[src/rtl/lcd_text_formatter.sv]
// Converts two 16-bit values into a 2x16 ASCII screen ("A=ddddd" / "B=ddddd") via sequential double-dabble.
// Optional leading-zero blanking of each 5-digit field: define LCDFMT_LZB_EN.
module lcd_text_formatter (
  input  logic        clk,
  input  logic        reset,
  input  logic [15:0] value_a,
  input  logic [15:0] value_b,
  input  logic        start,
  output logic [7:0]  ASCII [32],
  output logic        UpdateLCD,
  output logic        busy
);

  typedef enum logic [2:0] {IDLE, CONV_A, CONV_B, WRITE, NOTIFY} state_t;

  state_t      state_reg, state_next;
  logic        pending_reg;
  logic [15:0] shadow_a_reg, shadow_b_reg;
  logic [19:0] bcd_a_reg, bcd_b_reg;
  logic [3:0]  cnt_reg;
  logic        update_reg;
  logic [7:0]  ascii_reg [32];
  logic [19:0] adj_a, adj_b;
  logic [39:0] text_a, text_b;
  logic        restart;

  // Add-3 correction on every BCD nibble before each shift
  generate
    for (genvar gi = 0; gi < 5; gi++) begin : g_adj
      assign adj_a[gi*4 +: 4] = (bcd_a_reg[gi*4 +: 4] >= 4'd5) ? bcd_a_reg[gi*4 +: 4] + 4'd3
                                                                 : bcd_a_reg[gi*4 +: 4];
      assign adj_b[gi*4 +: 4] = (bcd_b_reg[gi*4 +: 4] >= 4'd5) ? bcd_b_reg[gi*4 +: 4] + 4'd3
                                                                 : bcd_b_reg[gi*4 +: 4];
    end
  endgenerate

  // Packs 5 characters, most significant digit in the top byte
  function automatic logic [39:0] fmt_field(input logic [19:0] bcd);
    logic [39:0] chars;
    logic [3:0]  digit;
`ifdef LCDFMT_LZB_EN
    logic        lead;
    lead = 1'b1;
`endif
    chars = '0;
    for (int i = 4; i >= 0; i--) begin
      digit = bcd[i*4 +: 4];
      chars[i*8 +: 8] = 8'h30 + {4'h0, digit};
`ifdef LCDFMT_LZB_EN
      if (lead && digit == 4'd0 && i != 0) chars[i*8 +: 8] = 8'h20;
      else lead = 1'b0;
`endif
    end
    return chars;
  endfunction

  assign text_a    = fmt_field(bcd_a_reg);
  assign text_b    = fmt_field(bcd_b_reg);
  assign restart   = pending_reg | start;
  assign busy      = (state_reg != IDLE);
  assign UpdateLCD = update_reg;
  assign ASCII     = ascii_reg;

  always_comb begin
    state_next = state_reg;
    case (state_reg)
      IDLE:    if (start) state_next = CONV_A;
      CONV_A:  if (cnt_reg == 4'd15) state_next = CONV_B;
      CONV_B:  if (cnt_reg == 4'd15) state_next = WRITE;
      WRITE:   state_next = NOTIFY;
      NOTIFY:  state_next = restart ? CONV_A : IDLE;
      default: state_next = IDLE;
    endcase
  end

  always_ff @(posedge clk or negedge reset) begin
    if (!reset) begin
      state_reg    <= IDLE;
      pending_reg  <= 1'b0;
      shadow_a_reg <= '0;
      shadow_b_reg <= '0;
      bcd_a_reg    <= '0;
      bcd_b_reg    <= '0;
      cnt_reg      <= '0;
      update_reg   <= 1'b0;
      for (int i = 0; i < 32; i++) ascii_reg[i] <= 8'h20;
    end else begin
      state_reg  <= state_next;
      update_reg <= 1'b0;
      if (start && state_reg != IDLE && state_reg != NOTIFY) pending_reg <= 1'b1;
      case (state_reg)
        IDLE: begin
          if (start) begin
            shadow_a_reg <= value_a;
            shadow_b_reg <= value_b;
            bcd_a_reg    <= '0;
            bcd_b_reg    <= '0;
            cnt_reg      <= '0;
          end
        end
        CONV_A: begin
          {bcd_a_reg, shadow_a_reg} <= {adj_a, shadow_a_reg} << 1;
          cnt_reg <= cnt_reg + 4'd1;
        end
        CONV_B: begin
          {bcd_b_reg, shadow_b_reg} <= {adj_b, shadow_b_reg} << 1;
          cnt_reg <= cnt_reg + 4'd1;
        end
        WRITE: begin
          for (int i = 0; i < 32; i++) ascii_reg[i] <= 8'h20;
          ascii_reg[0]  <= 8'h41;
          ascii_reg[1]  <= 8'h3D;
          ascii_reg[16] <= 8'h42;
          ascii_reg[17] <= 8'h3D;
          for (int j = 0; j < 5; j++) begin
            ascii_reg[2 + j]  <= text_a[(4 - j)*8 +: 8];
            ascii_reg[18 + j] <= text_b[(4 - j)*8 +: 8];
          end
          update_reg <= 1'b1;
        end
        NOTIFY: begin
          // A start seen on this edge is folded into the restart
          pending_reg <= 1'b0;
          if (restart) begin
            shadow_a_reg <= value_a;
            shadow_b_reg <= value_b;
            bcd_a_reg    <= '0;
            bcd_b_reg    <= '0;
            cnt_reg      <= '0;
          end
        end
        default: ;
      endcase
    end
  end

endmodule

[config.mk]
export PLATFORM = sky130hd
export DESIGN_NAME = lcd_text_formatter
export DESIGN_NICKNAME = d
export VERILOG_FILES = /design/src/rtl/lcd_text_formatter.sv
export SDC_FILE = /design/constraint.sdc
export NUM_CORES = 1
export LEC_CHECK = 0
export CORE_MARGIN = 2
export CORE_UTILIZATION = 35
export CTS_BUF_LIST = sky130_fd_sc_hd__clkbuf_4
export DETAILED_ROUTE_END_ITERATION = 8
export PLACE_DENSITY_LB_ADDON = 0.1
export SLEW_MARGIN = 20
export SYNTH_ARGS = -nofsm -noshare
export SYNTH_HDL_FRONTEND = slang
export SYNTH_SLANG_ARGS = --single-unit
[constraint.sdc]
create_clock -name clk -period 1.9 [get_ports clk]
set_input_delay 0.285 -clock clk [delete_from_list [all_inputs] [get_ports clk]]
set_output_delay 0.285 -clock clk [all_outputs]
set_load 0.03 [all_outputs]
==> metrics.md <==
| Metric | Value |
|---|---|
| Die area | `22000 sq um` |
| Dominant synthesized flop cell | `dfrtp_1` |
| Crit-path cells | `clkdlybuf4s50_1` |
| DRT Wirelength | `13700 um` |
| Via density | `4.18` |
| Crit path time final | `1.80 ns` |
| Tot GR Track Use | `12.5%` |
| Post-synth EDFFs | `0` |
| Post-synth top area share | `41.8%` |
| Reg clk slew, reported paths | `0.10 ns` |
| Max Fclk | `556 MHz` |
| Dpl hpwl | `9890 um` |
| GR Overflow Total | `0` |
| Final setup vio count | `0` |
| Max VDD drop | `0.365 mV` |
| Leakage power | `3.85 nW` |
| YS warnings | `0` |
| Placement Setup Slack | `0.0349 ns` |
| Synth async-reset ratio | `100%` |
| Mapped Cells | `757` |
| CTS tree | `yes` |
| Synth top area cells | `dfrtp_1, buf_4, nand2_1` |
| Avg Synthesized Cell Area | `9.64 sq um` |
| Skew final | `0.0154 ns` |
| Area grow syn2layout | `9.84%` |
| Vias | `4697` |
| Unrepaired setup endpoints after global routing | `yes` |
| Slew Limit Fails | `0` |
| Slowest CP cell | `clkdlybuf4s50_1` |
| Yosys cell types | `41` |
| Core Area | `20400 sq um` |
| DRC viols | `0` |
| Placer Congestion | `0.755` |
| DRT antenna net count | `0` |
| Port Buf Inserts | `100` |
| Slowest stage delay, CP | `0.66 ns` |
| Largest register FFs | `42` |
| Max_cap viols | `0` |
| FF-to-FF Start | `state_reg[0]` |
| Vias in the first global route | `4327` |
| Drt pass-1 iters | `4` |
| Crit Path Class | `reg2out` |
| Site Rows | `52` |
| FF-to-FF setup slack | `0.22 ns` |
| CTS root buffer | `clkbuf_4` |
| Status | `finished clean` |
| Most frequent cells in the layout | `conb_1, dfrtp_1, nand2_1` |
| Family with the most delay on the worst path | `buffers and inverters` |
| Buf/Inv on CP | `1` |
| Chip Width | `148 um` |
| Initial detailed-routing violation count | `197` |
| Clock tree sinks | `123` |
| Worst Path Required | `1.62 ns` |
| Commonest non-fill, non-tap cell in the layout | `conb_1` |
| First-pass GRT wire length | `21700 um` |
| PnR worst setup slack | `0.101 ns` |
| Fillers | `2092` |
| Synthesized flop and latch total | `123` |
| Final hold vios | `0` |
| Startpoint Class | `register` |
| Share of layout cells above drive strength 1 | `9.39%` |
| Clk buf depth | `2` |
| R2r worst-path depth | `5` |
| DR WL/cell | `12.2 um` |
| WP data arrival | `1.51 ns` |
| CP Capture Type | `output port` |
| PwrDens | `793 nW/um^2` |
| Min-Delay Path Class | `in2async` |
| Fin nets | `895` |
| Die Y | `148 um` |
| Biggest area consumer among synthesized cells | `dfrtp_1` |
| Sequential area share after synthesis | `42.2%` |
| Area of the mapped netlist | `7300 sq um` |
| RR Endpoint | `cnt_reg[2]` |
| Num CTS Buffers | `17` |
| Max FO, Critical Path | `1` |
| Tcrit/Tclk final | `94.7%` |
| H-tree lvl count | `4` |
| Largest net degree at the start of global routing | `50` |
| Starting density of the core | `35.8%` |
| Antenna violations before repair | `1` |
| Ports | `293` |
| Tot Pwr | `6.35 mW` |
| Clock latency on the worst-skew pair | `0.53 ns` |
[worst max-delay path by stage]
stage | start | endpoint | slack, ns | cells past startpoint
6_report | UpdateLCD | UpdateLCD | 0.10 | 1
5_1_grt | ASCII[248] | ASCII[116] | -0.04 | 2
4_1_cts | state_reg[1] | busy | -0.08 | 2
3_5_place_dp | start | bcd_b_reg[11] | 0.03 | 6
3_3_place_gp | start | bcd_b_reg[7] | 0.05 | 6
2_1_floorplan | state_reg[1] | ASCII[106] | 0.41 | 5
[cells in the mapped netlist, types with 13 or more instances]
cell	number
mux2_2	21
dfrtp_1	122
nand2b_1	15
a31oi_1	15
nand2_1	93
nor2_1	19
buf_4	217
buf_2	14
ha_1	21
a21oi_1	17
mux2i_1	20
nand3_1	13
inv_1	22
o21ai_0	61
[layout make-up]
class                   instances  area (sq um)  share of cell area (%)
repair buffers                117          1160                    14.5
inverters                      22          82.6                    1.03
multi-input cells             558          3080                    38.5
clock inverters                10           100                    1.25
well taps                     270           338                    4.22
diodes                          1          2.50                  0.0312
flip-flops and latches        123          3080                    38.4
clock buffers                  22           165                    2.06
[per-layer routing]
| layer | GRT usage, % | routed length [um] | share of wire (%) | vias up |
|---|---|---|---|---|
| li1 | - | - | - | 2296 |
| met1 | 15.6 | 5900 | 43 | 2195 |
| met2 | 20.5 | 6750 | 49 | 193 |
| met3 | 3.77 | 934 | 6.8 | 13 |
| met4 | 4.29 | 153 | 1.1 | 0 |
| met5 | 0 | 0 | 0 | - |
[through the flow]
stage / cell area (sq um) / utilization (%) / hold slack [ns] / setup TNS (ns) / instances
floorplan: 8010 / - / -0.0106 / 0 / 947
global placement: 7800 / 38.3 / 0.271 / 0 / 1089
detailed placement: 7800 / 38.3 / 0.280 / 0 / 1089
CTS: 8010 / 39.3 / 0.233 / -0.0828 / 1122
global route: 8010 / 39.4 / 0.245 / -0.520 / 1123
finish: 8010 / 39.4 / 0.268 / 0 / 1123
[repair_timing]
item                       CTS  global route
setup buffers                0             0
hold endpoints to repair    46             0
hold buffers                 1             0
resized for setup           62            12
setup endpoints to repair   59            29
[cells by family (layout without fill, tap and decap cells)]
kind of cell / count (synthesis) / after routing / share of synthesized area [%]
xor gates and xnor gates: 15 / 15 / 1.80
AOI/OAI and AO/OA: 131 / 131 / 11.2
DFF: 123 / 123 / 42.2
other: 2 / 193 / 0.103
and+or+nand+nor: 158 / 158 / 9.57
buffers and inverters: 266 / 171 / 25.5
adders and majority gates: 21 / 21 / 3.60
muxes: 41 / 41 / 5.99
[where the power goes]
part / internal (mW) / switching (mW)
clock: 0.834 / 0.959
sequential: 2.82 / 0.200
combinational: 0.516 / 1.03
[worst reg2reg max path, stage by stage, from the launching register on]
cell and delay, ns:
dfrtp_1 0.39, buf_4 0.18, nand2b_1 0.18, a21oi_2 0.27, a21oi_1 0.15, a221o_1 0.38
(Power assumes the default switching activity.)
==> variant (config.mk and constraints unchanged) <==
Make the reset (`reset`) synchronous in one clocked block.
--- a/src/rtl/lcd_text_formatter.sv
+++ b/src/rtl/lcd_text_formatter.sv
@@ -74,5 +74,5 @@
   end
 
-  always_ff @(posedge clk or negedge reset) begin
+  always_ff @(posedge clk) begin
     if (!reset) begin
       state_reg    <= IDLE;
Formal check against the unedited RTL: differs if reset is asserted again (counterexample within 4 cycles, from zero or initial values and one cycle with reset low); with reset held inactive, the same outputs for 10 cycles.
==> variant against the original RTL <==
Wire length increased by 5.3%. Final area decreased by 3.8%. Sequential power decreased by 11%. Utilization increased by 0.13 points. Sequential cell count unchanged. Setup slack got worse by 0.043 ns. Critical path type unchanged. Power decreased by 16%. Synthesized area decreased by 4.3%.
==> variant: results (changes against the original RTL) <==
power_and_ir_drop:
  peakVddDrop_uv: 320  # was 365 uV
  p_int_mw: 3.65  # was 4.17 mW
  p_leak_nw: 3.53  # was 3.85 nW
clock_network:
  postCtsSetupRepairBufs: 0  # unchanged
  clk_pin_slew_ns: 0.11
  htreeDepth: 4  # unchanged
  cts_resized: 30  # was 62
  cts.path.max_buffers: 2  # unchanged
  insertion_delay_ns: 0.55  # was 0.53 ns
  cts-root-buf: "clkbuf_4"  # unchanged
yosys:
  synth_common_cells: "218 x buf_4, 135 x nand2_1, 129 x a21oi_1, 123 x dfxtp_1, 36 x o21ai_0"  # was 217 x buf_4, 122 x dfrtp_1, 93 x nand2_1, 61 x o21ai_0, 22 x inv_1
  synth_cells: 873  # was 757
  yosysWarnings: 0  # unchanged
  synthArstFlopShare: 0  # was 1.00
  yosys.cell_types.count: 39  # was 41
  synth_area_leaders: "dfxtp_1 35%, buf_4 23%, a21oi_1 9.3%"  # was dfrtp_1 42%, buf_4 22%, nand2_1 4.8%
  synthFlopType: "dfxtp_1"  # was dfrtp_1
  yosysSeqAreaShare: 0.353  # was 0.422
layout:
  final_nets: 1008  # was 895
  fillers: 2116  # was 2092
  drive_above_1_share: 0.109  # was 0.0939
sta:
  setup_viol: 0  # unchanged
  final.min_clock_period_ns: 1.84  # was 1.80 ns
  tightest_slew_ns: 0.580
  timing.hold.ws_ns: 0.278  # was 0.268 ns
  fin_tns_setup_ns: 0  # unchanged
  fin_skew_ns: 0.0149  # was 0.0154 ns
global_route:
  grt_usage: 0.135  # was 0.125
  use_met2: 0.220  # was 0.205
  grt_max_degree: 42  # was 50
  met3_usage: 0.0368  # was 0.0377
  grt_pass1_wl_um: 23400  # was 21700 um
  antenna_found_initial: 1  # unchanged
  use_met1: 0.170  # was 0.156
  grt_pass1_vias: 4693  # was 4327
drt:
  dr.pass1.iters: 4  # unchanged
  dr.first_iter.drc_count: 243  # was 197
  viasPerCell: 4.26  # was 4.18
  wl_per_cell_um: 11.8  # was 12.2 um
  top_layer: "met4"  # unchanged
  vias: 5248  # was 4697
  met1_length_um: 6740  # was 5900 um
  wl_met2_um: 6630  # was 6750 um
  met3_length_um: 902  # was 934 um
run_status:
  status: "finished, final reports clean"  # unchanged
setup_path:
  cp.arrival_ns: 1.56  # was 1.51 ns
  cp_max_fo: 2  # was 1
  crit_path_max_incr_delay_ns: 0.67
  cp_slowest_cell: "clkdlybuf4s50_1"  # unchanged
  crit_family: "buffers and inverters"  # unchanged
  r2r_slack_ns: 0.25  # was 0.22 ns
placement:
  dp_cells: 1198  # was 1089
  place_ws_ns: 0.0499  # was 0.0349 ns
  dp_hpwl_um: 10200  # was 9890 um
  io_buffers: 100  # unchanged
  placed_area_um2: 7430  # was 7800 um2
  gp_congestion: 0.739  # was 0.755
worst_hold_path:
  hold_class: "primary input to register"  # was primary input to async pin
==> variant: cell types whose count changed in the layout (fill, tap and decap cells not counted), sizes merged, moves of 7 or more <==
cell / change
nor2: -7
dfxtp: +123
nand2: +40
dlygate4sd2: -32
mux2: -10
dfrtp: -122
o2bb2ai: +14
a21oi: +111
buf: +31
a31oi: -13
a22o: -7
mux2i: -20
dlymetal6s2s: +9
==> variant: final timing paths <==
check	startpoint	end	cells past startpoint
worst max register to register	state_reg[2]	shadow_b_reg[14]	5
worst max-delay path	ASCII[217]	ASCII[217]	1
worst min register to register	shadow_a_reg[0]	shadow_a_reg[0]	2
worst min-delay path	value_b[10]	shadow_b_reg[10]	3
==> variant: cell type report <==
| class | count | area, um2 | area share |
|---|---|---|---|
| sequential | 123 | 2460 | 0.320 |
| clock inverter | 10 | 100 | 0.0130 |
| inverter | 22 | 82.6 | 0.0107 |
| antenna | 2 | 5.00 | 0.000649 |
| clock buffer | 22 | 165 | 0.0214 |
| tap | 265 | 332 | 0.0430 |
| multi-input combinational | 662 | 3370 | 0.437 |
| timing repair buffer | 126 | 1190 | 0.155 |
==> variant: logic make-up after synthesis <==
group                    Yosys count  synth area share
buffers and inverters            278             0.268
AO/OA/AOI/OAI                    219             0.170
AND/OR/NAND/NOR                  206             0.136
flip-flops                       123             0.353
adder cells (fa/ha/maj)           21            0.0376
XOR/XNOR                          13            0.0163
multiplexers                      11            0.0177
other                              2           0.00108
==> variant: power groups by stage <==
stage	clock network, mW	logic [mW]	registers [mW]
floorplan	0	1.02	2.73
global placement	0	0.885	2.74
detailed placement	0	0.884	2.74
CTS	1.88	0.884	2.68
global route	1.98	0.952	2.69
finish	1.80	0.887	2.68
